**config.mk**
```make
export PLATFORM = sky130hd
export DESIGN_NAME = regfile_writeback_queue
export DESIGN_NICKNAME = d
export VERILOG_FILES = /design/src/rtl/regfile_writeback_queue.sv
export SDC_FILE = /design/constraint.sdc
export NUM_CORES = 1
export LEC_CHECK = 0
export ABC_AREA = 1
export BUFFER_PORTS_ARGS = -buffer_cell sky130_fd_sc_hd__clkbuf_2
export CAP_MARGIN = 20
export CORE_MARGIN = 4
export CORE_UTILIZATION = 44
export DETAILED_ROUTE_END_ITERATION = 16
export PLACE_DENSITY = 0.7
export SKIP_CTS_REPAIR_TIMING = 1
export SYNTH_ARGS = -nofsm -noshare
export SYNTH_HDL_FRONTEND = slang
export SYNTH_SLANG_ARGS = --single-unit
```
**constraint.sdc**
```tcl
create_clock -name clock -period 11.3 [get_ports clock]
set_clock_uncertainty 0.15 [all_clocks]
set_input_delay 2.26 -clock clock [delete_from_list [all_inputs] [get_ports clock]]
set_output_delay 2.26 -clock clock [all_outputs]
set_load 0.005 [all_outputs]
```
**src/rtl/regfile_writeback_queue.sv**
```systemverilog
// Write-back queue for the RV32I register file write port.
// Collects results from the load/store unit and the ALU into an in-order
// circular buffer, drains one register write per cycle, and offers
// combinational bypass of pending results to the two decode read ports.
//
// Ports:
//   clock, reset                      rising-edge clock, async active-high reset
//   lsu_valid/ready/addr/data         load result producer (priority on last slot)
//   alu_valid/ready/addr/data         ALU result producer
//   RegWriteControl/Addr, RegDataIn   register file write port (head entry)
//   rd_addr1/2                        decode read addresses
//   byp_hit1/2, byp_data1/2           youngest pending result for each read address
//   count, full, empty                occupancy status
module regfile_writeback_queue #(
  parameter int unsigned DATA_W = 32,
  parameter int unsigned ADDR_W = 5,
  parameter int unsigned DEPTH  = 4
) (
  input  logic                      clock,
  input  logic                      reset,
  input  logic                      lsu_valid,
  output logic                      lsu_ready,
  input  logic [ADDR_W-1:0]         lsu_addr,
  input  logic [DATA_W-1:0]         lsu_data,
  input  logic                      alu_valid,
  output logic                      alu_ready,
  input  logic [ADDR_W-1:0]         alu_addr,
  input  logic [DATA_W-1:0]         alu_data,
  output logic                      RegWriteControl,
  output logic [ADDR_W-1:0]         RegWriteAddr,
  output logic [DATA_W-1:0]         RegDataIn,
  input  logic [ADDR_W-1:0]         rd_addr1,
  input  logic [ADDR_W-1:0]         rd_addr2,
  output logic                      byp_hit1,
  output logic [DATA_W-1:0]         byp_data1,
  output logic                      byp_hit2,
  output logic [DATA_W-1:0]         byp_data2,
  output logic [$clog2(DEPTH):0]    count,
  output logic                      full,
  output logic                      empty
);

  localparam int unsigned PTR_W = $clog2(DEPTH);
  localparam int unsigned CNT_W = PTR_W + 1;

  logic [PTR_W-1:0]  head;
  logic [PTR_W-1:0]  tail;
  logic [DEPTH-1:0]  valid_q;
  logic [ADDR_W-1:0] addr_mem [DEPTH];
  logic [DATA_W-1:0] data_mem [DEPTH];

  logic [CNT_W-1:0]  free;
  logic              lsu_push;
  logic              alu_push;
  logic              pop;
  logic [PTR_W-1:0]  alu_slot;
  logic [PTR_W-1:0]  byp_idx;

  // Handshake: free space is measured before any same-cycle pop.
  always_comb begin
    free      = CNT_W'(DEPTH) - count;
    lsu_ready = (free >= CNT_W'(1));
    alu_ready = (free >= CNT_W'(2)) || ((free == CNT_W'(1)) && !lsu_valid);
    // Writes to x0 complete the handshake but are not stored.
    lsu_push  = lsu_valid && lsu_ready && (lsu_addr != '0);
    alu_push  = alu_valid && alu_ready && (alu_addr != '0);
    pop       = (count != '0);
    // ALU is younger: it lands behind the LSU entry when both are stored.
    alu_slot  = tail + PTR_W'(lsu_push);
  end

  // Pointer, occupancy and valid-bit state.
  always_ff @(posedge clock or posedge reset) begin
    if (reset) begin
      head    <= '0;
      tail    <= '0;
      count   <= '0;
      valid_q <= '0;
    end else begin
      if (pop) begin
        valid_q[head] <= 1'b0;
        head          <= head + PTR_W'(1);
      end
      if (lsu_push) valid_q[tail]     <= 1'b1;
      if (alu_push) valid_q[alu_slot] <= 1'b1;
      tail  <= tail + PTR_W'(lsu_push) + PTR_W'(alu_push);
      count <= count + CNT_W'(lsu_push) + CNT_W'(alu_push) - CNT_W'(pop);
    end
  end

  // Entry payload storage; validity is tracked separately so no reset is needed.
  always_ff @(posedge clock) begin
    if (lsu_push) begin
      addr_mem[tail] <= lsu_addr;
      data_mem[tail] <= lsu_data;
    end
    if (alu_push) begin
      addr_mem[alu_slot] <= alu_addr;
      data_mem[alu_slot] <= alu_data;
    end
  end

  // Register file write port driven straight from the head entry.
  always_comb begin
    RegWriteControl = pop;
    RegWriteAddr    = pop ? addr_mem[head] : '0;
    RegDataIn       = pop ? data_mem[head] : '0;
    full            = (count == CNT_W'(DEPTH));
    empty           = (count == '0);
  end

  // Bypass: scan oldest to youngest so the last match wins.
  always_comb begin
    byp_hit1  = 1'b0;
    byp_data1 = '0;
    byp_hit2  = 1'b0;
    byp_data2 = '0;
    byp_idx   = '0;
    for (int unsigned i = 0; i < DEPTH; i++) begin
      byp_idx = head + PTR_W'(i);
      if (valid_q[byp_idx] && (rd_addr1 != '0) && (addr_mem[byp_idx] == rd_addr1)) begin
        byp_hit1  = 1'b1;
        byp_data1 = data_mem[byp_idx];
      end
      if (valid_q[byp_idx] && (rd_addr2 != '0) && (addr_mem[byp_idx] == rd_addr2)) begin
        byp_hit2  = 1'b1;
        byp_data2 = data_mem[byp_idx];
      end
    end
  end

endmodule

```
Yosys cells after proc, flatten, opt, wreduce, memory -nomap -nowiden
Memories as Yosys holds them, arrays and structs flattened.
Index checks and enable logic that the tools add are counted.
{"block": "op_classes", "n_eq_ne": 10, "n_reduce_logical": 32, "add_sub_neg": 9, "n_bitwise": 4, "n_mux": 39, "magnitude_cmp": 11}
{"op": "$mux W32", "count": 9}
{"op": "$eq A5 B5 Y1", "count": 8}
{"op": "$logic_and A1 B1 Y1", "count": 24}
{"op": "$reduce_bool A5 Y1", "count": 4}
{"op": "$mux W1", "count": 19}
{"op": "$lt A2 B3 Y1 const B", "count": 6}
{"op": "$mux W4", "count": 3}
{"op": "$bmux W1 S2", "count": 4}
{"op": "$or A4 B4 Y4", "count": 2}
{"op": "$add A3 B1 Y3", "count": 2}
{"op": "$demux W1 S2", "count": 3}
{"op": "$ge A2 B1 Y1 const B", "count": 3}
{"op": "$mux W5", "count": 1}
{"op": "$add A2 B1 Y2", "count": 2}
{"op": "$add A2 B2 Y2 const B", "count": 2}
{"op": "$and A4 B4 Y4", "count": 1}
{"op": "$not A4 Y4", "count": 1}
{"op": "$eq A3 B1 Y1 const B", "count": 1}
{"op": "$eq A3 B3 Y1 const B", "count": 1}
{"op": "$ge A3 B1 Y1 const B", "count": 1}
{"op": "$ge A3 B2 Y1 const B", "count": 1}
{"op": "$logic_not A3 Y1", "count": 1}
{"op": "$reduce_bool A3 Y1", "count": 1}
{"op": "$sub A3 B1 Y3", "count": 1}
{"op": "other kinds (4)", "count": 4}
{"block": "word_totals", "out_inout_bits": 111, "ramBits": 148, "reg_bits": 11, "n_memories": 2, "in_bits": 88, "wordCells": 111}
{"memory": "data_mem", "words": 4, "word_bits": 32, "rd": 4, "rd_clocked_by_memory_dff": 0, "write_ports": 2, "line": "50", "text": "logic [DATA_W-1:0] data_mem [DEPTH];"}
{"memory": "addr_mem", "words": 4, "word_bits": 5, "rd": 4, "rd_clocked_by_memory_dff": 0, "write_ports": 2, "line": "49", "text": "logic [ADDR_W-1:0] addr_mem [DEPTH];"}

Logic depth before layout (Yosys ltp)
{"block": "logic_depth", "ltp_word": 11, "depth_mapped": 21}

Least setup slack after synthesis
OpenSTA, ideal clock, no wires.
{"block": "synth_path", "path_type": "input port to flip-flop", "startpoint": "in lsu_addr[2]", "endpoint": "mem addr_mem[2][0] (enable)", "stages": 4, "path_slack_ns": 5.340, "required_ns": 10.660, "t_arrival_ns": 5.320, "path_cell_list": "nor3_1 -> nand2_1 -> nand3_1 -> o31ai_1"}
{"element": "start, declared", "line": "23", "text": "input logic [ADDR_W-1:0] lsu_addr,"}
{"element": "end, declared", "line": "49"}

Worst setup path in the final report
{"block": "layout_path", "startpoint": "reg head[0]", "endpoint": "out byp_data1[18]"}
{"block": "layout_between", "elab_chain_len": 8, "word_cells_on_any_way": 29, "classes_between": "add/sub: 3; eq/ne: 4; mux: 12; reduce/logical: 8; memory: 2"}
{"element": "start, declared", "line": "46", "text": "logic [PTR_W-1:0] head;"}
{"element": "start signal, assigned", "line": "82", "text": "head <= head + PTR_W'(1);"}
{"element": "branches (longest 7 deep; another with $mem_v2 Z4 W5)"}
{"element": "$mux W32 (*)", "line": "121", "text": "if (valid_q[byp_idx] && (rd_addr1 != '0) && (addr_mem[byp_idx] == rd_addr1)) begin"}
{"element": "end, declared", "line": "35", "text": "output logic [DATA_W-1:0] byp_data1,"}
Mark *: on every way between the ends. The select of a mux whose other input is x is not followed.

==> impl_metrics.tcl <==
set metrics [dict create \
    status "completed" \
    crit_fanout 105 \
    fin_crit_sh_pct 73.9 \
    crit_type "flip-flop to output pin" \
    htree_levels 4 \
    synthCells 2135 \
    synth_edf_count 148 \
    timing.rr.start "count[1]" \
    fmax_mhz 120 \
    drive_gt1_share_pct 15.2 \
    fin_crit_ns 8.35 \
    num_vias 14794 \
    setup_viol 0 \
    max_cap_viol_count 0 \
    avgSynthCellArea_sq_um 6.73 \
    crit_required_ns 8.89 \
    max_stage_delay_ns 1.12 \
    cts_buffers 17 \
    clk_latency_ns 0.43 \
    final_cells 2677 \
    start_util_pct 45.0 \
    yosysWarnings 0 \
    synth_top_family_by_area "simple AND/OR/NAND/NOR gates" \
    synth_area_leaders "edfxtp_1, nand2_1, o21ai_0" \
    cp_top_family "simple AND/OR/NAND/NOR gates" \
    die_x_um 189 \
    synth_compound_area_share_pct 13.5 \
    port_buffers 198 \
    root_buffer "clkbuf_16" \
    grt_max_degree 111 \
    synth_ff_type "edfxtp_1" \
    place_area_sq_mm 0.0153 \
    area_delta_synth_final_pct 10.9 \
    track_usage_pct 27.4 \
    synth_top_area_share_pct 30.9 \
    cts.sinks 159 \
    post-route-cell-area_sq_mm 0.0159 \
    synthXorXnorAreaFrac_pct 0.671 \
    yosysTopAreaCell "edfxtp_1" \
    synth_common_cells "nand2_1, nor2_1, o21ai_0" \
    viasPerCell 5.53 \
    hold_violations 0 \
    overflow 0 \
    synth-seq-cells 159 \
    syn_area_sq_mm 0.0144 \
    worstPathArrival_ns 5.94 \
    cts_tree "built" \
    core.rowCount 65 \
    rsz0062_at_grt "false" \
    core_sq_mm 0.0319 \
    totalWireLength_um 50500 \
    setup-tns-final_ns 0 \
    slew_headroom_pct 27.7 \
    ant_nets 0 \
    gp_congestion 0.956 \
    nets 2332 \
    path_clk_slew_ns 0.07 \
    grt_pass1_vias 13022 \
    dp.cells 2645 \
    yosysMostFrequentCell "nand2_1" \
    synth-simple-area-share_pct 34.7 \
    tightestPinTransition_ns 1.09 \
    cp_cell_sequence "inv_6, ha_1, buf_4, inv_2, buf_4, nand3_1, nand3_1, nand2_1, nor2_2, buf_4, nand3_2, nand3_1, nand3_1, nand2_1, nand2_1, clkbuf_2" \
    first_iter_violations 2106 \
    end_kind "output pin" \
    cp-start-kind "flip-flop" \
    fillers 3164 \
    ys_async_sr_fraction_pct 6.92 \
    synth_nets 2237 \
    antenna_found_initial 5 \
    synth_fa_ha_area_share_pct 1.32 \
    startpoint "head[0]" \
    io_pins 199 \
    synth.mux.area_fraction_pct 5.99 \
    firstDrtPassIters 6 \
    ys_types 37 \
    die_y_um 189 \
    synth_seq_area_share_pct 32.9 \
    min_path_type "flip-flop to flip-flop" \
    grt_pass1_wl_um 76900 \
    wl_per_cell_um 18.9 \
    drc 0 \
    slew_violations 0 \
    dp_hpwl_um 37500 \
    cp_slowest_cell "dfrtp_4" \
    die_area_sq_mm 0.0356 \
    min_from "valid_q[2]" \
    cts.path.max_buffers 2 \
    crit_buf_inv 6 \
    antenna_cells 0 \
    path_common_cell "nand3_1" \
]
worst reg2reg max path, cell delays in order (launching register included):
cell and delay [ns]:
dfrtp_1 0.44, inv_1 0.11, ha_1 0.21, ha_2 0.31
inv_1 0.03, nor2_1 0.12, nand2_1 0.09, nand3_1 0.25
inv_1 0.10, ha_1 0.20, xnor2_1 0.39, nand3_2 0.58
buf_4 0.51, o21ai_4 0.10, buf_4 0.50
through the flow:
| step | setup slack [ns] | util [%] | hold WS (ns) |
|---|---|---|---|
| 3_5_place_dp | 3.57 | 48.1 | 0.354 |
| 4_1_cts | 3.09 | 49.9 | 0.369 |
| 5_1_grt | 2.55 | 50.0 | 0.385 |
| 2_1_floorplan | 5.34 | - | 0.322 |
| 3_3_place_gp | 3.66 | 48.1 | 0.343 |
| 6_report | 2.95 | 50.0 | 0.375 |
flip-flops by register name, summed over array words and instances (netlist names):
register,cells
data_mem,128
addr_mem,20
valid_q,4
count,3
head,2
tail,2
worst paths after layout:
path | slack [ns] | endpoint | cells after the start
min in group asynchronous | 1.68 | head[1] | 2
worst max-delay path | 2.95 | byp_data1[18] | 16
worst min register to register | 0.38 | valid_q[2] | 1
worst min-delay path | 0.38 | valid_q[2] | 1
max in group asynchronous | 8.93 | head[0] | 2
worst max register to register | 6.80 | data_mem[1][24] | 14
cell usage in the layout, fill, tap and decap left out, types with 2 or more instances in the layout:
master      count
nor2_2         17
o21a_1         50
inv_1         195
buf_4          21
xor2_1          7
bufinv_16       2
clkbuf_2      198
edfxtp_1      148
o31ai_4         2
xnor2_1         4
nor2_1        272
mux2i_1        86
inv_2           5
nand3_1       142
nor2_4          3
nand4_1        46
clkinv_4        2
or2_1          23
o21ai_4         2
a21o_1          4
o2111ai_1       2
o21ai_0       256
inv_8           2
nand2_2        11
inv_6           4
nor3_1          4
or2_0           9
or2_2          31
fa_1            2
clkinvlp_4      3
nand2_1       588
nand3_2        15
a21oi_1        23
dfrtp_1        10
clkbuf_16      17
o21ai_1        18
ha_1           11
cell families (layout without fill, tap and decap cells):
kind of cell	after synthesis	in the layout
AOI/OAI and AO/OA	358	358
xor gates and xnor gates	11	11
adders and majority gates	14	14
DFF	159	159
and+or+nand+nor	1162	1162
buffers and inverters	345	452
muxes	86	86
layout make-up:
| cell class | instances | area (sq um) | area share (%) |
|---|---|---|---|
| well taps | 435 | 544 | 3.42 |
| multi-input cells | 1631 | 8150 | 51.2 |
| clock inverters | 14 | 158 | 0.990 |
| clock buffers | 17 | 425 | 2.67 |
| inverters | 201 | 759 | 4.77 |
| flip-flops and latches | 159 | 4720 | 29.7 |
| repair buffers | 220 | 1170 | 7.34 |
metal layers:
metal  track usage (%)  vias up  part of all wire (%)
li1                  -     7171                     -
met1              44.0     6656                    47
met2              35.5      897                    37
met3              8.24       60                    14
met4              5.63       10                   1.5
met5                 0        -                  0.14
Power is not shown: default switching activity piles up to over one toggle a cycle in this logic, so the estimate is an artifact.
